## src/rtl/hazard_ctrl_if.sv

```systemverilog
// Hazard-control bundle between the pipeline datapath and the hazard controller.
// The datapath (master) drives the hazard sources and clear request. The hazard
// controller (slave) returns the enables, flushes and performance counters.
interface hazard_ctrl_if;
  // Hazard sources
  logic        ID_EX_MemRead;
  logic [4:0]  ID_EX_RegisterRt;
  logic [4:0]  IF_ID_RegisterRs;
  logic [4:0]  IF_ID_RegisterRt;
  logic        IF_ID_uses_rt;
  logic        branch_taken;
  logic        jump;
  logic        clr_counts;

  // Controller responses
  logic        PC_write;
  logic        IF_ID_write;
  logic        ID_Hazard_lwstall;
  logic        ID_Hazard_Branch;
  logic        IF_Flush;
  logic        EX_Flush;
  logic [15:0] stall_count;
  logic [15:0] flush_count;

  modport master (
    output ID_EX_MemRead, ID_EX_RegisterRt, IF_ID_RegisterRs, IF_ID_RegisterRt,
           IF_ID_uses_rt, branch_taken, jump, clr_counts,
    input  PC_write, IF_ID_write, ID_Hazard_lwstall, ID_Hazard_Branch, IF_Flush,
           EX_Flush, stall_count, flush_count
  );

  modport slave (
    input  ID_EX_MemRead, ID_EX_RegisterRt, IF_ID_RegisterRs, IF_ID_RegisterRt,
           IF_ID_uses_rt, branch_taken, jump, clr_counts,
    output PC_write, IF_ID_write, ID_Hazard_lwstall, ID_Hazard_Branch, IF_Flush,
           EX_Flush, stall_count, flush_count
  );
endinterface

```

## src/rtl/hazard_ctrl.sv

```systemverilog
// Pipeline hazard controller: one-bubble load-use stall, multi-cycle redirect
// flush after a taken branch or jump, and saturating stall/flush counters.
// Hazard outputs are combinational so they act in the cycle the hazard is seen.
// FLUSH_CYCLES must lie in 1..15 (it is loaded into a 4-bit counter).
module hazard_ctrl #(
  parameter int unsigned FLUSH_CYCLES = 1
) (
  input  logic          clk,
  input  logic          rst,
  hazard_ctrl_if.slave  hz
);

  typedef enum logic [1:0] {StRun, StStall, StFlush} state_e;

  localparam logic [3:0] FlushLoad  = 4'(FLUSH_CYCLES - 1);
  localparam bit         MultiFlush = (FLUSH_CYCLES > 1);

  state_e      state_d, state_q;
  logic [3:0]  fcnt_d, fcnt_q;
  logic [15:0] stall_count_d, stall_count_q;
  logic [15:0] flush_count_d, flush_count_q;

  logic new_redirect;
  logic redirect;
  logic lw_hit;
  logic lwstall;

  // Hazard detection and combinational control outputs
  always_comb begin
    new_redirect = hz.branch_taken | hz.jump;
    redirect     = new_redirect | (state_q == StFlush);
    lw_hit       = hz.ID_EX_MemRead & (hz.ID_EX_RegisterRt != 5'd0) &
                   ((hz.ID_EX_RegisterRt == hz.IF_ID_RegisterRs) |
                    (hz.IF_ID_uses_rt & (hz.ID_EX_RegisterRt == hz.IF_ID_RegisterRt)));
    // A redirect squashes the dependent instruction, so it never stalls.
    lwstall      = lw_hit & (state_q == StRun) & ~redirect;
  end

  assign hz.ID_Hazard_lwstall = lwstall;
  assign hz.PC_write          = ~lwstall;
  assign hz.IF_ID_write       = ~lwstall;
  assign hz.ID_Hazard_Branch  = redirect;
  assign hz.IF_Flush          = redirect;
  assign hz.EX_Flush          = redirect;
  assign hz.stall_count       = stall_count_q;
  assign hz.flush_count       = flush_count_q;

  // Next-state logic. The flush counter holds the number of FLUSH-state cycles
  // still to come; the redirect cycle itself is the first flush cycle, so a
  // load of FLUSH_CYCLES-1 gives FLUSH_CYCLES flush cycles in total.
  always_comb begin
    state_d = state_q;
    fcnt_d  = fcnt_q;
    if (new_redirect) begin
      fcnt_d  = FlushLoad;
      state_d = MultiFlush ? StFlush : StRun;
    end else begin
      case (state_q)
        StRun: begin
          if (lwstall) state_d = StStall;
        end
        StStall: begin
          state_d = StRun;
        end
        StFlush: begin
          // Leave on the cycle the counter runs out; flush stays asserted through it.
          if (fcnt_q <= 4'd1) begin
            fcnt_d  = 4'd0;
            state_d = StRun;
          end else begin
            fcnt_d = fcnt_q - 4'd1;
          end
        end
        default: begin
          state_d = StRun;
          fcnt_d  = 4'd0;
        end
      endcase
    end
  end

  // Saturating performance counters; clear wins over increment
  always_comb begin
    stall_count_d = stall_count_q;
    flush_count_d = flush_count_q;
    if (hz.clr_counts) begin
      stall_count_d = 16'd0;
      flush_count_d = 16'd0;
    end else begin
      if (lwstall && (stall_count_q != 16'hFFFF)) stall_count_d = stall_count_q + 16'd1;
      if (redirect && (flush_count_q != 16'hFFFF)) flush_count_d = flush_count_q + 16'd1;
    end
  end

  // State registers with asynchronous active-high reset
  always_ff @(posedge clk or posedge rst) begin
    if (rst) begin
      state_q       <= StRun;
      fcnt_q        <= 4'd0;
      stall_count_q <= 16'd0;
      flush_count_q <= 16'd0;
    end else begin
      state_q       <= state_d;
      fcnt_q        <= fcnt_d;
      stall_count_q <= stall_count_d;
      flush_count_q <= flush_count_d;
    end
  end

endmodule

```

## src/flat_wrapper.sv

```systemverilog
// flat-port wrapper written by rule: the top's interface ports become plain ports
module hazard_ctrl_flat 
#(
  parameter int unsigned FLUSH_CYCLES = 1
)
  (clk, rst, hz_ID_EX_MemRead, hz_ID_EX_RegisterRt, hz_IF_ID_RegisterRs, hz_IF_ID_RegisterRt, hz_IF_ID_uses_rt, hz_branch_taken, hz_jump, hz_clr_counts, hz_PC_write, hz_IF_ID_write, hz_ID_Hazard_lwstall, hz_ID_Hazard_Branch, hz_IF_Flush, hz_EX_Flush, hz_stall_count, hz_flush_count);
  hazard_ctrl_if hz_i ();
  input  logic clk;
  input  logic rst;
  input wire logic [$bits(hz_i.ID_EX_MemRead)-1:0] hz_ID_EX_MemRead;
  input wire logic [$bits(hz_i.ID_EX_RegisterRt)-1:0] hz_ID_EX_RegisterRt;
  input wire logic [$bits(hz_i.IF_ID_RegisterRs)-1:0] hz_IF_ID_RegisterRs;
  input wire logic [$bits(hz_i.IF_ID_RegisterRt)-1:0] hz_IF_ID_RegisterRt;
  input wire logic [$bits(hz_i.IF_ID_uses_rt)-1:0] hz_IF_ID_uses_rt;
  input wire logic [$bits(hz_i.branch_taken)-1:0] hz_branch_taken;
  input wire logic [$bits(hz_i.jump)-1:0] hz_jump;
  input wire logic [$bits(hz_i.clr_counts)-1:0] hz_clr_counts;
  output wire logic [$bits(hz_i.PC_write)-1:0] hz_PC_write;
  output wire logic [$bits(hz_i.IF_ID_write)-1:0] hz_IF_ID_write;
  output wire logic [$bits(hz_i.ID_Hazard_lwstall)-1:0] hz_ID_Hazard_lwstall;
  output wire logic [$bits(hz_i.ID_Hazard_Branch)-1:0] hz_ID_Hazard_Branch;
  output wire logic [$bits(hz_i.IF_Flush)-1:0] hz_IF_Flush;
  output wire logic [$bits(hz_i.EX_Flush)-1:0] hz_EX_Flush;
  output wire logic [$bits(hz_i.stall_count)-1:0] hz_stall_count;
  output wire logic [$bits(hz_i.flush_count)-1:0] hz_flush_count;
  assign hz_i.ID_EX_MemRead = hz_ID_EX_MemRead;
  assign hz_i.ID_EX_RegisterRt = hz_ID_EX_RegisterRt;
  assign hz_i.IF_ID_RegisterRs = hz_IF_ID_RegisterRs;
  assign hz_i.IF_ID_RegisterRt = hz_IF_ID_RegisterRt;
  assign hz_i.IF_ID_uses_rt = hz_IF_ID_uses_rt;
  assign hz_i.branch_taken = hz_branch_taken;
  assign hz_i.jump = hz_jump;
  assign hz_i.clr_counts = hz_clr_counts;
  assign hz_PC_write = hz_i.PC_write;
  assign hz_IF_ID_write = hz_i.IF_ID_write;
  assign hz_ID_Hazard_lwstall = hz_i.ID_Hazard_lwstall;
  assign hz_ID_Hazard_Branch = hz_i.ID_Hazard_Branch;
  assign hz_IF_Flush = hz_i.IF_Flush;
  assign hz_EX_Flush = hz_i.EX_Flush;
  assign hz_stall_count = hz_i.stall_count;
  assign hz_flush_count = hz_i.flush_count;
  hazard_ctrl #(.FLUSH_CYCLES(FLUSH_CYCLES)) u_core (.clk(clk), .rst(rst), .hz(hz_i));
endmodule
```

## config.mk

```make
export PLATFORM = sky130hd
export DESIGN_NAME = hazard_ctrl_flat
export DESIGN_NICKNAME = d
export VERILOG_FILES = /design/src/rtl/hazard_ctrl_if.sv /design/src/rtl/hazard_ctrl.sv /design/src/flat_wrapper.sv
export SDC_FILE = /design/constraint.sdc
export NUM_CORES = 1
export LEC_CHECK = 0
export CELL_PAD_IN_SITES_DETAIL_PLACEMENT = 0
export CELL_PAD_IN_SITES_GLOBAL_PLACEMENT = 1
export CORE_UTILIZATION = 37
export DETAILED_ROUTE_END_ITERATION = 10
export HOLD_SLACK_MARGIN = 0.03
export PLACE_DENSITY_LB_ADDON = 0.1
export SLEW_MARGIN = 20
export SYNTH_ARGS = -nofsm -noshare
export SYNTH_HDL_FRONTEND = slang
export SYNTH_SLANG_ARGS = --single-unit
```

## constraint.sdc

```tcl
create_clock -name clk -period 3 [get_ports clk]
set_input_delay 0.45 -clock clk [delete_from_list [all_inputs] [get_ports clk]]
set_output_delay 0.45 -clock clk [all_outputs]
set_load 0.05 [all_outputs]
```

==> flow_metrics.py, run 1 <==
metrics = {
    "detailed_routing": {
        "vias": 1815,
        "final_antenna_net_count": 0,
        "via_per_inst": 5.201,
        "drc": 0,
        "drt-wirelength-per-cell_um": 13.46,
        "dr.pass1.iters": 4,
        "routed_wl_um": 4696,
        "first_iter_violations": 60,
    },
    "final_layout": {
        "multi_input_area_sq_mm": 0.001069,
        "layout-drive-gt1-share_pct": 8.961,
        "insertedDiodeCount": 0,
        "area_growth_pct": 38.48,
        "final_nets": 302,
        "regArea_sq_um": 825.8,
        "post-route-cell-area_sq_mm": 0.002774,
        "fill_cells": 492,
    },
    "yosys": {
        "ys_seq_area_share_pct": 41.22,
        "synth_area_sq_mm": 0.002003,
        "ys_ff_latch": 33,
        "async_flop_share_pct": 100.0,
        "synth_enable_flop_cells": 0,
        "yosys_warnings": 0,
        "synthCells": 220,
        "ys.flop_type": "dfrtp_1",
        "synth.avg_cell_area_sq_um": 9.105,
        "synth.distinct_cells": 43,
        "synth_nets": 244,
    },
    "clock_tree": {
        "clk_transition_reported_paths_ns": 0.07,
        "cts-resized-gates": 0,
        "htree_levels": 2,
        "cts_tree": "built",
        "cts_buffers": 5,
        "clock_latency_ns": 0.29,
        "clockBufferDepth": 2,
        "post-cts-setup-buffer-count": 0,
        "ctsHoldBuffers": 0,
        "cts_root_buffer": "clkbuf_8",
        "cts_num_sinks": 33,
    },
    "critical_path": {
        "cp-start-kind": "input port",
        "reg2reg_slack_ns": 0.83,
        "arrival_ns": 2.10,
        "cp.required_ns": 2.55,
        "cp_max_fo": 4,
        "r2r-start": "u_core.hz.stall_count[0]",
        "r2r_end": "u_core.hz.stall_count[6]",
        "reg2regPathDepth": 6,
        "crit_path_end_kind": "output pin",
        "path_class": "input port to output pin",
    },
    "timing": {
        "period_minus_slack_ns": 2.547,
        "rsz0062_at_grt": "no",
        "slew_viol_final": 0,
        "finalCritPeriodShare_pct": 84.92,
        "clock.fmax_mhz": 392.5,
        "tightest_slew_ns": 0.6918,
        "fin_setup_tns_ns": 0,
        "fin_skew_ns": 0.008195,
        "setup_viol": 0,
        "hold_viol": 0,
        "relSlewSlack_pct": 53.73,
    },
    "floorplanning": {
        "initial_utilization_pct": 38.73,
        "core_sq_mm": 0.005172,
        "die_h_um": 75.58,
        "rows": 26,
        "dieWidth_um": 75.58,
        "ios": 60,
        "dieArea_sq_mm": 0.005712,
    },
    "global_routing": {
        "grt_pass1_wl_um": 7852,
        "grt_max_degree": 34,
        "grt_pass1_vias": 1698,
        "grt_overflow": 0,
        "grt_antenna_before_repair": 0,
        "groute.usage.overall_pct": 18.11,
    },
    "power": {
        "power_leakage_uw": 0.001029,
        "p_per_area_mw_per_mm2": 338.6,
        "max-vdd-ir-drop_mv": 0.2763,
    },
    "job": {
        "cap_violations": 0,
    },
    "placed_design": {
        "globalplace.congestion": 0.8132,
        "port_buffers": 59,
        "dp_hpwl_um": 3446,
        "place_area_sq_mm": 0.002678,
    },
    "outcome": {
        "status": "finished, final reports clean",
    },
    "worst_hold_path": {
        "hold_class": "input port to asynchronous set/reset pin",
    },
}
per-stage QoR:
stage          total power [uW]  hold slack, ns  cells  utilization [%]  worst slack, ns
6_report                  939.3          0.5503    349            53.63           0.4525
5_1_grt                   982.1          0.6125    349            53.63           0.3326
4_1_cts                   956.8          0.5603    349            53.63           0.4119
3_5_place_dp              594.8          0.5535    341            51.77           0.3771
3_3_place_gp              594.4          0.5531    341            51.77           0.4145
2_1_floorplan             537.8          0.5789    220                -           0.3548
placed cells by master (no fill, tap or decap), drive strengths merged:
cell,netlist,routed
clkdlybuf4s50,0,56
dfrtp,33,33
nor2,22,22
a21oi,22,22
nand2,13,13
xnor2,12,12
nand4,10,10
nand3,10,10
xor2,9,9
or4,9,9
buf,6,9
o31ai,8,8
inv,8,8
nor4,7,7
nor3,7,7
o21ai,6,6
or3,6,6
clkbuf,8,6
and3,2,2
and4,2,2
nor4b,2,2
mux2i,2,2
ha,2,2
clkinv,0,2
a32oi,1,1
or2,1,1
a2111oi,1,1
nor2b,1,1
mux2,1,1
nand4b,1,1
a21boi,1,1
a311oi,1,1
o211a,1,1
a211oi,1,1
nand2b,1,1
a31o,1,1
o41ai,1,1
or3b,1,1
synthesized netlist by cell type, types with 2 or more instances:
cell,n,area share [%]
nand4_1,10,3.1
mux2i_1,2,1.0
nor4b_1,2,0.87
o31ai_1,8,3.0
a21oi_1,22,5.5
xnor2_1,12,5.2
nand3_2,2,1.0
inv_1,7,1.3
nand3_1,8,2.0
dfrtp_1,33,41
ha_1,2,1.2
o21ai_0,6,1.5
xor2_1,9,3.9
nor4_1,6,1.9
and3_1,2,0.62
buf_4,3,1.1
or3_1,6,1.9
buf_6,2,1.1
and4_1,2,0.87
or4_1,9,3.4
nor3_1,6,1.5
nor2_1,22,4.1
clkbuf_1,8,1.5
nand2_1,12,2.2
registers in the layout, summed over array words and instances (netlist names):
name	count
u_core.hz.stall_count	16
u_core.state_q	1
u_core.hz.flush_count	16
how the worst max path moves through the flow:
stage,start,endpoint,slack (ns),cells past startpoint
floorplan,hz_jump,hz_ID_Hazard_lwstall,0.35,5
global placement,hz_jump,u_core.hz.stall_count[6],0.41,7
detailed placement,hz_jump,u_core.hz.stall_count[13],0.38,7
CTS,hz_jump,hz_IF_ID_write,0.41,7
global route,hz_jump,hz_IF_ID_write,0.33,7
finish,hz_jump,hz_IF_ID_write,0.45,7
area by class of cell:
class | count | share of cell area [%]
multi-input cells | 165 | 38.52
repair buffers | 65 | 24.00
inverters | 8 | 1.083
clock buffers | 6 | 2.977
clock inverters | 2 | 0.4962
flip-flops and latches | 33 | 29.77
well taps | 70 | 3.157
metal layers:
layer  share of wire (%)  track usage, %
met3                 2.8           4.365
met1                  47           22.76
met5                   0               0
met4                 1.0           5.556
met2                  49           30.85
worst max-delay path: stages:
cell	delay [ns]
clkdlybuf4s50_1	0.41
or2_1	0.28
a2111oi_4	0.38
inv_2	0.09
nor2_1	0.18
inv_1	0.13
buf_12	0.17
where the power goes:
part | switching [uW] | internal (uW) | total (uW)
combinational | 73.4 | 56.6 | 130
clock | 169 | 186 | 355
sequential | 5.16 | 449 | 454
kinds of logic (layout without fill, tap and decap cells):
| kind of cell | Yosys count | after routing | synth area share, % |
|---|---|---|---|
| AOI/OAI and AO/OA | 44 | 44 | 14.37 |
| xor gates and xnor gates | 21 | 21 | 9.182 |
| adders and majority gates | 2 | 2 | 1.249 |
| buffers and inverters | 22 | 81 | 5.434 |
| DFF | 33 | 33 | 41.22 |
| muxes | 3 | 3 | 1.562 |
| and+or+nand+nor | 95 | 95 | 26.98 |
(Power assumes the default switching activity.)
==> run 2: changes to the inputs <==
CORE_UTILIZATION = 31   (was 37)
clock period = 2.1 ns   (was 3 ns; I/O delays follow)
==> run 2 against run 1 <==
Net effect:
- worst setup slack got worse by 0.39 ns
- cell area increased by 13%
- via count increased by 9.3%
- die area increased by 19%
- critical path depth decreased by 1
- worst hold slack got worse by 0.14 ns
- global-route usage decreased by 0.70 points
- sequential share of layout area decreased by 2.9 points
- highest routed layer unchanged
- largest power group unchanged
- critical path type is now flop to flop
- clock skew increased by 0.0051 ns
- first-iteration DRC count increased by 40%
==> flow_metrics.py, run 2 (synthesis results as in run 1) <==
metrics = {
    "outcome": {
        "status": "finished, final reports clean",
    },
    "critical_path": {
        "cp_slowest_cell": "nor4b_1",
        "path_class": "flop to flop",
        "worst-path-buf-inv": 1,
        "crit_path_max_incr_delay_ns": 0.45,
        "reg2reg_slack_ns": 0.06,
        "arrival_ns": 2.24,
        "cp_common_cell": "nand4_1",
        "crit_path_end_kind": "flop",
        "crit_path_cell_trace": "nand4_1 -> nor4b_1 -> buf_4 -> nand4_1 -> or4_1 -> a21oi_1",
        "cp_max_fo": 6,
        "reg2regPathDepth": 6,
        "path_depth": 6,
        "crit_family": "simple AND/OR/NAND/NOR gates",
        "cp-start-kind": "flop",
        "cp.required_ns": 2.30,
    },
    "timing": {
        "setup_viol": 0,
        "fin_skew_ns": 0.01331,
        "slew_viol_final": 0,
        "hold_viol": 0,
        "clock.fmax_mhz": 491.2,
        "finalCritPeriodShare_pct": 96.94,
        "setup_ws_ns": 0.06425,
        "fin_setup_tns_ns": 0,
        "tightest_slew_ns": 0.5008,
        "period_minus_slack_ns": 2.036,
        "relSlewSlack_pct": 66.51,
    },
    "power": {
        "p_per_area_mw_per_mm2": 446.7,
        "power_leakage_uw": 0.001212,
        "max-vdd-ir-drop_mv": 0.2529,
    },
    "floorplanning": {
        "core_sq_mm": 0.006061,
        "rows": 28,
        "dieArea_sq_mm": 0.006787,
        "die_h_um": 82.39,
        "dieWidth_um": 82.39,
        "ios": 60,
        "initial_utilization_pct": 33.05,
    },
    "job": {
        "cap_violations": 0,
    },
    "placed_design": {
        "dp_hpwl_um": 3852,
        "port_buffers": 59,
        "globalplace.congestion": 0.7654,
        "place_ws_ns": -0.3155,
        "place_area_sq_mm": 0.002895,
    },
    "global_routing": {
        "grt_pass1_vias": 1806,
        "groute.usage.overall_pct": 17.41,
        "grt_overflow": 0,
        "grt_antenna_before_repair": 0,
        "grt_max_degree": 34,
        "grt_pass1_wl_um": 9045,
    },
    "final_layout": {
        "final_nets": 329,
        "area_growth_pct": 56.28,
        "layout-drive-gt1-share_pct": 25.49,
        "final_cell_mix": "clkdlybuf4s50_1, buf_4, dfrtp_1",
        "insertedDiodeCount": 0,
        "post-route-cell-area_sq_mm": 0.003131,
        "final_common_cell": "clkdlybuf4s50_1",
    },
    "clock_tree": {
        "cts_root_buffer": "clkbuf_8",
        "clock_latency_ns": 0.29,
        "htree_levels": 2,
        "cts_buffers": 5,
        "cts_num_sinks": 33,
        "cts_tree": "built",
        "ctsHoldBuffers": 0,
        "clockBufferDepth": 2,
        "clk_transition_reported_paths_ns": 0.08,
    },
    "detailed_routing": {
        "routed-wl-met2_um": 2711,
        "drc": 0,
        "wl_met1_um": 2578,
        "routed_wl_um": 5538,
        "final_antenna_net_count": 0,
        "dr.pass1.iters": 4,
        "dr_wl_met3_um": 203,
        "vias": 1983,
        "highest_layer": "met4",
        "via_per_inst": 5.205,
        "first_iter_violations": 84,
        "drt-wirelength-per-cell_um": 14.54,
    },
    "worst_hold_path": {
        "hold_class": "input port to asynchronous set/reset pin",
    },
}
run 2: cell types whose count changed in the layout (fill, tap and decap cells not counted), sizes merged:
cell	before	now
buf	9	38
bufbuf	0	1
clkbuf	6	7
clkdlybuf4s50	56	42
clkinv	2	0
clkinvlp	0	1
dlygate4sd2	0	9
dlymetal6s2s	0	2
run 2: power by group:
group	switching, uW	internal [uW]
Clock	250	267
Combinational	121	111
Sequential	8.24	641
Total	379	1020
run 2: timing repair:
item,CTS,global route
cloned,1,0
setup endpoints to repair,7,16
resized for setup,18,9
buffers inserted,4,2
pin swaps,3,7
run 2: worst paths after layout:
path,startpoint,to
min in group clk,u_core.hz.stall_count[13],u_core.hz.stall_count[13]
setup / recovery,u_core.hz.stall_count[4],u_core.hz.stall_count[13]
hold / removal,rst,u_core.hz.flush_count[7]
hold reg to reg,u_core.hz.stall_count[13],u_core.hz.stall_count[13]
max in group asynchronous,rst,u_core.hz.stall_count[11]
setup reg to reg,u_core.hz.stall_count[4],u_core.hz.stall_count[13]
run 2: layout make-up:
type,count,area [sq um]
Clock buffer,7,86.33
Clock inverter,1,7.507
Fill cell,586,2930
Inverter,8,30.03
Multi-Input combinational cell,165,1141
Sequential cell,33,840.8
Tap cell,75,93.84
Timing Repair Buffer,92,930.9
run 2: stage by stage:
| step | util (%) | hold WS (ns) | power (uW) | cells |
|---|---|---|---|---|
| after floorplan | - | 0.4431 | 769.1 | 220 |
| after global placement | 47.77 | 0.5544 | 879.8 | 366 |
| after detailed placement | 47.77 | 0.5660 | 880.9 | 366 |
| after CTS | 50.74 | 0.4261 | 1418 | 379 |
| after global routing | 51.65 | 0.4934 | 1463 | 381 |
| final | 51.65 | 0.4128 | 1398 | 381 |
run 2: tightest hold or removal path, stage by stage:
cell	delay [ns]
clkdlybuf4s50_1	0.39
inv_1	0.05
buf_4	0.38
run 2: layer usage:
metal | vias up | global-route usage (%)
li1 | 978 | -
met1 | 960 | 24.39
met2 | 41 | 27.44
met3 | 4 | 3.297
met4 | 0 | 4.211
met5 | - | 0
